===== src/rtl/booth_pkg.sv =====
// Shared types and helpers for the radix-2 Booth multiplier controller.
// The optional debug ports are enabled by defining BOOTH_DBG_EN.
package booth_pkg;

    localparam int N_DEFAULT = 8;

    typedef enum logic [1:0] {
        ST_IDLE  = 2'd0,
        ST_EXEC  = 2'd1,
        ST_SHIFT = 2'd2,
        ST_DONE  = 2'd3
    } state_e;

    typedef enum logic [1:0] {
        OP_NOP = 2'd0,
        OP_ADD = 2'd1,
        OP_SUB = 2'd2
    } booth_op_e;

    // Booth recoding: a 1->0 transition of the multiplier bits subtracts,
    // a 0->1 transition adds, and a run of equal bits needs no operation.
    function automatic booth_op_e booth_op(input logic q0, input logic q_m1);
        case ({q0, q_m1})
            2'b10:   return OP_SUB;
            2'b01:   return OP_ADD;
            default: return OP_NOP;
        endcase
    endfunction

endpackage


===== src/rtl/booth_shift_stage.sv =====
// Combinational arithmetic right shift of the {A,Q,Q-1} register chain.
// The old Q-1 bit falls off the end of the chain and is not an input.
module booth_shift_stage #(
    parameter int N = 8
) (
    input  logic [N:0]   a_i,
    input  logic [N-1:0] q_i,
    output logic [N:0]   a_o,
    output logic [N-1:0] q_o,
    output logic         qm1_o
);

    assign qm1_o = q_i[0];
    assign q_o   = {a_i[0], q_i[N-1:1]};
    assign a_o   = {a_i[N], a_i[N:1]};

endmodule


===== src/rtl/booth_mul_ctrl.sv =====
// Radix-2 Booth signed multiplier controller: FSM, iteration counter, add/sub.
// Define BOOTH_DBG_EN to expose dbg_state and dbg_count.
module booth_mul_ctrl
    import booth_pkg::*;
#(
    parameter int N = N_DEFAULT
) (
    input  logic             clk,
    input  logic             rst,
    input  logic             start,
    input  logic [N-1:0]     multiplicand,
    input  logic [N-1:0]     multiplier,
    output logic             busy,
    output logic             done,
    output logic [2*N-1:0]   product
`ifdef BOOTH_DBG_EN
    ,
    output logic [1:0]               dbg_state,
    output logic [$clog2(N+1)-1:0]   dbg_count
`endif
);

    localparam int CW = $clog2(N + 1);

    state_e          state_q;
    logic [N:0]      a_q;
    logic [N-1:0]    q_q;
    logic            qm1_q;
    logic [N:0]      m_q;
    logic [CW-1:0]   count_q;
    logic            busy_q;
    logic            done_q;
    logic [2*N-1:0]  product_q;

    logic [N:0]      a_exec_d;
    logic [N:0]      a_shift_d;
    logic [N-1:0]    q_shift_d;
    logic            qm1_shift_d;

    // A is one bit wider than the operands so that subtracting M = -2^(N-1)
    // cannot overflow; all arithmetic wraps mod 2^(N+1).
    always_comb begin
        // NOTE: assign a default before the case so no path leaves a_exec_d unassigned (no latch).
        a_exec_d = a_q;
        case (booth_op(q_q[0], qm1_q))
            OP_SUB:  a_exec_d = a_q - m_q;
            OP_ADD:  a_exec_d = a_q + m_q;
            default: a_exec_d = a_q;
        endcase
    end

    booth_shift_stage #(.N(N)) u_shift (
        .a_i   (a_q),
        .q_i   (q_q),
        .a_o   (a_shift_d),
        .q_o   (q_shift_d),
        .qm1_o (qm1_shift_d)
    );

    // NOTE: sequential state uses non-blocking assignments only, so every register samples pre-edge values.
    always_ff @(posedge clk) begin
        if (rst) begin
            state_q   <= ST_IDLE;
            a_q       <= '0;
            q_q       <= '0;
            qm1_q     <= 1'b0;
            m_q       <= '0;
            count_q   <= '0;
            busy_q    <= 1'b0;
            done_q    <= 1'b0;
            product_q <= '0;
        end else begin
            done_q <= 1'b0;
            case (state_q)
                ST_IDLE: begin
                    if (start) begin
                        a_q     <= '0;
                        q_q     <= multiplier;
                        qm1_q   <= 1'b0;
                        m_q     <= {multiplicand[N-1], multiplicand};
                        count_q <= CW'(N);
                        busy_q  <= 1'b1;
                        state_q <= ST_EXEC;
                    end
                end
                ST_EXEC: begin
                    a_q     <= a_exec_d;
                    state_q <= ST_SHIFT;
                end
                ST_SHIFT: begin
                    a_q     <= a_shift_d;
                    q_q     <= q_shift_d;
                    qm1_q   <= qm1_shift_d;
                    count_q <= count_q - 1'b1;
                    state_q <= (count_q == CW'(1)) ? ST_DONE : ST_EXEC;
                end
                ST_DONE: begin
                    product_q <= {a_q[N-1:0], q_q};
                    done_q    <= 1'b1;
                    busy_q    <= 1'b0;
                    state_q   <= ST_IDLE;
                end
                default: state_q <= ST_IDLE;
            endcase
        end
    end

    assign busy    = busy_q;
    assign done    = done_q;
    assign product = product_q;

`ifdef BOOTH_DBG_EN
    assign dbg_state = state_q;
    assign dbg_count = count_q;
`endif

endmodule

===== config.mk =====
export PLATFORM = sky130hd
export DESIGN_NAME = booth_mul_ctrl
export DESIGN_NICKNAME = d
export VERILOG_FILES = /design/src/rtl/booth_pkg.sv /design/src/rtl/booth_shift_stage.sv /design/src/rtl/booth_mul_ctrl.sv
export SDC_FILE = /design/constraint.sdc
export NUM_CORES = 1
export LEC_CHECK = 0
export BUFFER_PORTS_ARGS = -buffer_cell sky130_fd_sc_hd__buf_2
export CORE_MARGIN = 2
export CORE_UTILIZATION = 45
export DETAILED_ROUTE_END_ITERATION = 8
export GPL_ROUTABILITY_DRIVEN = 0
export PLACE_DENSITY = 0.69
export SLEW_MARGIN = 0
export SYNTH_ARGS = -nofsm -noshare
export SYNTH_HDL_FRONTEND = slang
export SYNTH_SLANG_ARGS = --single-unit
export TNS_END_PERCENT = 20

===== constraint.sdc =====
create_clock -name clk -period 2.7 [get_ports clk]
set_input_delay 0.135 -clock clk [delete_from_list [all_inputs] [get_ports clk]]
set_output_delay 0.135 -clock clk [all_outputs]
set_load 0.005 [all_outputs]

# [Yosys cells after proc, flatten, opt, wreduce, memory -nomap -nowiden]
# Cells that the tools add are included.
[totals] regBits=50 elab_cells=50
[op_classes] add_sub_neg=3 eq_ne=10 mux=16 n_bitwise=1 n_reduce_logical=10
[ops] operator="9-bit case mux with 3 select lines" n=1
[ops] operator="9-bit case mux with 2 select lines" n=1
[ops] operator="8-bit case mux with 2 select lines" n=1
[ops] operator="9-bit adder" n=1
[ops] operator="9-bit 2-to-1 mux" n=1
[ops] operator="9-bit subtractor" n=1
[ops] operator="2-bit == test (second input constant)" n=4
[ops] operator="8-bit 2-to-1 mux" n=1
[ops] operator="2-bit case mux with 4 select lines" n=1
[ops] operator="4-bit case mux with 2 select lines" n=1
[ops] operator="2-bit by 1-bit == test with 1-bit output (second input constant)" n=3
[ops] operator="2-bit AND reduction" n=3
[ops] operator="2-bit nonzero test" n=3
[ops] operator="4-bit by 1-bit == test with 1-bit output (second input constant)" n=1
[ops] operator="2-bit 2-to-1 mux" n=2
[ops] operator="4-bit 2-to-1 mux" n=1
[ops] operator="1-bit case mux with 2 select lines" n=2
[ops] operator="2-bit case mux with 2 select lines" n=1
[ops] operator="4-bit AND reduction" n=1
[ops] operator="4-bit by 1-bit subtractor with 4-bit output (second input constant)" n=1
[ops] operator="1-bit 2-to-1 mux" n=3
[ops] operator="3-bit by 1-bit != test with 1-bit output (second input constant)" n=1
[ops] operator="3-bit AND reduction" n=1
[ops] operator="3-bit nonzero test" n=1
[ops] operator="3 further kinds" n=3

# [Longest topological paths before layout]
[logic_depth] word_depth=5 depth_mapped=11

# [Hierarchy]
# Synthesis repeated with hierarchy kept, for this count alone.
[unflattened] hier_cells=327 area_unflattened_um2=2854.0
[modules_own_cells] mod="booth_mul_ctrl" instances=1 cells_each=309 area_each_um2=2718.9
[modules_own_cells] mod="booth_shift_stage" instances=1 cells_each=18 area_each_um2=135.1

# [Worst setup path before layout]
# No wires, ideal clock.
[synth_timing] kind="reg2reg" startpoint="register q_q[0]" endpoint="register a_q[8]" setup_ns=0.127 t_arrival_ns=2.250 path_slack_ns=0.322 path_stages_with_launch=12 path_buffers=1 synth_period_minus_slack_ns=2.378 path_cell_list="dfxtp_1 inv_1 ha_1 clkbuf_1 nor2_1 xor2_1 ha_1 a21oi_1 a21oi_1 o41ai_4 mux2i_1 o211ai_1"
[synth_via] elab_chain_len=5 word_cells_on_any_way=9 classes_between="eq/ne (5); mux (3); reduce/logical (1)"
[synth_rtl] item="from (decl)" line_no="booth_mul_ctrl.sv:27" source="logic [N-1:0] q_q;"
[synth_rtl] item="from (signal assigned)" line_no="booth_mul_ctrl.sv:78" source="q_q <= multiplier;"
[synth_rtl] item="from (signal assigned)" line_no="booth_mul_ctrl.sv:92" source="q_q <= q_shift_d;"
[synth_rtl] item="2-bit by 1-bit == test with 1-bit output / 2-bit == test (equally long branches)" line_no="booth_pkg.sv:23" source="case ({q0, q_m1})"
[synth_rtl] item="2-bit case mux with 2 select lines (*)" line_no="booth_pkg.sv:23"
[synth_rtl] item="2-bit by 1-bit == test with 1-bit output / 2-bit == test (equally long branches)" line_no="booth_mul_ctrl.sv:45" source="case (booth_op(q_q[0], qm1_q))"
[synth_rtl] item="9-bit case mux with 2 select lines / 3-bit by 1-bit != test with 1-bit output (equally long branches)"
[synth_rtl] item="9-bit case mux with 3 select lines / 4-bit AND reduction (equally long branches)"
[synth_rtl] item="to (signal assigned)" line_no="booth_mul_ctrl.sv:91" source="a_q <= a_shift_d;"
[synth_rtl] item="to (decl)" line_no="booth_mul_ctrl.sv:26" source="logic [N:0] a_q;"
# Every way passes the cells marked *; elsewhere a longest branch is shown, timed or not.
# A chain may end at the register's enable or synchronous reset.

# [Final worst setup path]
# Ends and elaborated chain as after synthesis.

==> results.md <==
- The final setup slack of the worst path is about 240 ps.
- The number of nets in the synthesized netlist is approximately 350.
- The die outline width is approximately 81 microns.
- After synthesis the cells add up to 2693 sq um.
- The data arrival time of the critical path is between 2000 and 3000 ps.
- The root cell of the clock tree is sky130_fd_sc_hd__clkbuf_8.
- The worst setup path is launched from a flip-flop.
- The slowest stage of the critical path belongs to the cell sky130_fd_sc_hd__dfxtp_1.
- The TritonCTS sink count is 50.
- The wire length per cell after detailed routing is 13.27 microns.
- The die covers roughly 6600 sq um.
- The detailed router put a total of ~2.8 mm of wire on met1.
- The worst setup path is captured at a flip-flop.
- Setup total negative slack on the finished layout was measured at 0 ps.
- The critical path is of the flip-flop to flip-flop type.
- The clock reaches the later pin of the worst-skew pair after 310 ps.
- The initial antenna violation count is 0.
- The via count of the first global-routing pass is 2040.
- For this block, the via count after detailed routing is between 2000 and 2500.
- Measured along the y axis, the die boundary spans around 81 microns.
- For this run, the register share of the synthesized area comes to 0.3717.
- The cell taking the most area after synthesis is sky130_fd_sc_hd__dfxtp_1.
- Among the stages of the critical path, the cell type that occurs most often is sky130_fd_sc_hd__a21oi_1.
- The number of instances in the placed design is 410.
- The hold violation count in the final report was 0.
- Grouping stages by cell kind, the critical path spends the most delay in compound AO/OA/AOI/OAI gates.
- The TritonCTS clock tree is done.
- The commonest cells after synthesis are sky130_fd_sc_hd__dfxtp_1 (50), sky130_fd_sc_hd__nor2_1 (48), sky130_fd_sc_hd__nand2_1 (32).
- The routed design uses 2.515 mm of met2 wire.
- The Yosys step of the flow raised 0 warnings.
- The worst slew slack as a fraction of its limit is 0.6063.
- The pin count of the biggest net entering global routing is 29.
- The worst-case IR drop observed on VDD is between 0.3 and 0.4 mV.
- After detailed routing, no signal wire sits above met4.
- In the global route stage, overall resource usage came out at 0.1810.
- The number of buffers and inverters on the critical path is 1.
- The count of inserted antenna diode cells is 0.
- The class of the tightest hold or removal check is input port to flip-flop.
- On the final layout, the worst clock skew is 12.14 ps.
- In the final layout, the share of cells above drive strength 1 is 0.1691.
- The number of standard-cell rows in the floorplan is 28.
- Across the run, the number of max-cap violations was 0.
- Compared with the post-synthesis result, the final layout area differs by 12.41%.
- The synthesized design contains 0 enable-type register cells.
- Prior to clock tree synthesis, the placed netlist has a worst setup slack of 198.9 ps.
- The share of the synthesized area in the top cell type is 0.3717.
- Dividing total power by cell area gives a power density of between 600 and 700 nW/um^2.
- After detailed routing, the number of remaining DRC violations is 0.
- Summed over all layers, the routed wires come to 5.547 mm.
- The first global-routing pass estimated roughly 9.4 mm of wire.
- The top-level I/O count is 37.
- Once detailed placement completed, the half-perimeter wirelength came to around 4.0 mm.
- The most common cell in the netlist is sky130_fd_sc_hd__dfxtp_1.
- Input and output buffers added on the ports amount to 36.
- Traced cell by cell, the critical path runs through inv_1 -> ha_2 -> nor2_1 -> xor2_1 -> ha_1 -> a21oi_1 -> a21oi_1 -> o41ai_4 -> mux2i_1 -> o211ai_1.
- In this run the deepest clock path goes through 2 buffers.
- The final cell count without fillers is 418.
- The remaining global-route overflow is 0.
- The number of clock buffers added by TritonCTS is 5.
- The data required time at the worst endpoint is approximately 2900 ps.
- The largest single stage delay on the critical path is ~380 ps.
- Once detail routing completed, the nets flagged for antenna violations numbered 0.
- Setup repair after global routing left no endpoint under its margin.
- The slew at the pin closest to its max-slew limit is 584.3 ps.
- The post-route fraction of the period consumed by the critical path is 0.9122.
- The number of DRC violations after detailed-routing iteration 0 is 112.
- In this run the number of H-tree levels came out at 2.
- The number of max-slew violations in the final report is 0.
- The length of the first detailed-routing pass in iterations is 4.
- The leakage power is 0.001265 uW.
- The shortest clock period the worst path allows after layout is roughly 2500 ps.
- In the routed layout, each cell is associated on average with a via count of 5.280.
- The most instantiated flip-flop cell in the synthesis netlist is sky130_fd_sc_hd__dfxtp_1.
- The peak clock frequency supported by timing is ~410 MHz.
- The number of nets in the layout is 380.
- The async set-reset flop share out of synthesis is 0.
- The total area inside the core boundary comes to 5851 sq um.
- After technology mapping, the gate count stands at around 310.
- After clock tree synthesis, the clock-pin slew on the worst setup and hold paths is about 100 ps.
- Setup violations remaining at the end of the flow were counted as 0.
- The initial core utilization is 0.4602.
- The hold-fix buffer count after cts is 0.
- Dividing the synthesized area by the synthesized cell count gives between 8 and 9 sq um.
- The flow ran to the end, and the final reports show no timing, DRC or antenna violations.
- Once layout is complete, the utilization of the core stands at 0.5173.
- After synthesis the netlist holds a flip-flop and latch count of 50.
- By area the synthesized netlist is led by sky130_fd_sc_hd__dfxtp_1 (37%), sky130_fd_sc_hd__mux2i_1 (9.7%), sky130_fd_sc_hd__ha_1 (8.4%), sky130_fd_sc_hd__nor2_1 (6.7%), sky130_fd_sc_hd__a21oi_1 (5.2%).
- After synthesis, the netlist uses ~40 different library cells.
- The met3 routed wirelength is slightly above 200 microns.
- The maximum fanout along the worst path is 8.
==> metrics by stage <==
stage	power, uW	hold slack (ps)	area (sq um)
floorplan	1348	271.0	2693
global placement	1449	378.9	2908
detailed placement	1463	383.7	2908
CTS	2011	54.34	3024
global route	2125	50.99	3027
finish	1998	60.63	3027
==> report_power, final <==
part           internal (uW)  switching (uW)  total [uW]
logic                    240             353         593
clock network            281             267         548
registers                798            59.1         857
==> cell type report <==
| cell class | count | area [sq um] |
|---|---|---|
| repair buffers | 40 | 210.2 |
| fillers | 550 | 2824 |
| flip-flops and latches | 50 | 1001 |
| clock inverters | 3 | 47.55 |
| inverters | 12 | 45.04 |
| clock buffers | 5 | 68.82 |
| multi-input cells | 233 | 1560 |
| well taps | 75 | 93.84 |
==> path summary, 6_finish.rpt <==
kind                        start           to  slack (ps)  cells after the start
setup / recovery           q_q[0]       a_q[8]         240                     10
hold / removal    multiplicand[5]       m_q[5]          60                      3
setup reg to reg           q_q[0]       a_q[8]         240                     10
hold reg to reg       product[10]  product[10]         500                      2
==> layout by cell type, fill, tap and decap left out, types with 3 or more instances in the layout <==
cell,n
sky130_fd_sc_hd__a211oi_1,10
sky130_fd_sc_hd__a21oi_1,28
sky130_fd_sc_hd__buf_2,36
sky130_fd_sc_hd__buf_4,4
sky130_fd_sc_hd__clkbuf_8,5
sky130_fd_sc_hd__dfxtp_1,50
sky130_fd_sc_hd__ha_1,17
sky130_fd_sc_hd__inv_1,12
sky130_fd_sc_hd__mux2i_1,26
sky130_fd_sc_hd__nand2_1,32
sky130_fd_sc_hd__nand3_1,9
sky130_fd_sc_hd__nand3b_1,3
sky130_fd_sc_hd__nor2_1,48
sky130_fd_sc_hd__nor2b_1,3
sky130_fd_sc_hd__nor3_1,5
sky130_fd_sc_hd__o21ai_0,7
sky130_fd_sc_hd__o22ai_1,4
sky130_fd_sc_hd__xor2_1,13
==> repair_timing <==
item | in CTS | in global routing
gates resized for setup | 0 | 1
endpoints found under the setup margin | 0 | 1
setup buffers | 0 | 0
==> flip-flops by register name (all words and copies together), names as in the netlist <==
| signal | flops |
|---|---|
| q_q | 8 |
| busy | 1 |
| done | 1 |
| state_q | 2 |
| qm1_q | 1 |
| m_q | 8 |
| count_q | 4 |
| a_q | 9 |
| product | 16 |
==> routing by layer <==
layer	track usage	up-vias
li1	-	1140
met1	0.2469	1023
met2	0.2861	40
met3	0.03889	4
met4	0.05424	0
met5	0	-
==> logic make-up (layout without fill, tap and decap cells) <==
logic type	count (synthesis)	count (layout)	synth area share
flip-flops	50	50	0.3717
adder cells (fa/ha/maj)	19	19	0.09108
AND/OR/NAND/NOR	107	107	0.1780
multiplexers	27	27	0.1008
buffers and inverters	28	60	0.04972
XOR/XNOR	13	13	0.04229
AO/OA/AOI/OAI	67	67	0.1663
==> worst reg2reg max path, cell delays in order, from the launching register on <==
cell	delay, ps
sky130_fd_sc_hd__dfxtp_1	380
sky130_fd_sc_hd__inv_1	60
sky130_fd_sc_hd__ha_2	220
sky130_fd_sc_hd__nor2_1	140
sky130_fd_sc_hd__xor2_1	220
sky130_fd_sc_hd__ha_1	290
sky130_fd_sc_hd__a21oi_1	200
sky130_fd_sc_hd__a21oi_1	140
sky130_fd_sc_hd__o41ai_4	350
sky130_fd_sc_hd__mux2i_1	230
sky130_fd_sc_hd__o211ai_1	100
No activity file was read; power rests on OpenSTA's default activity.
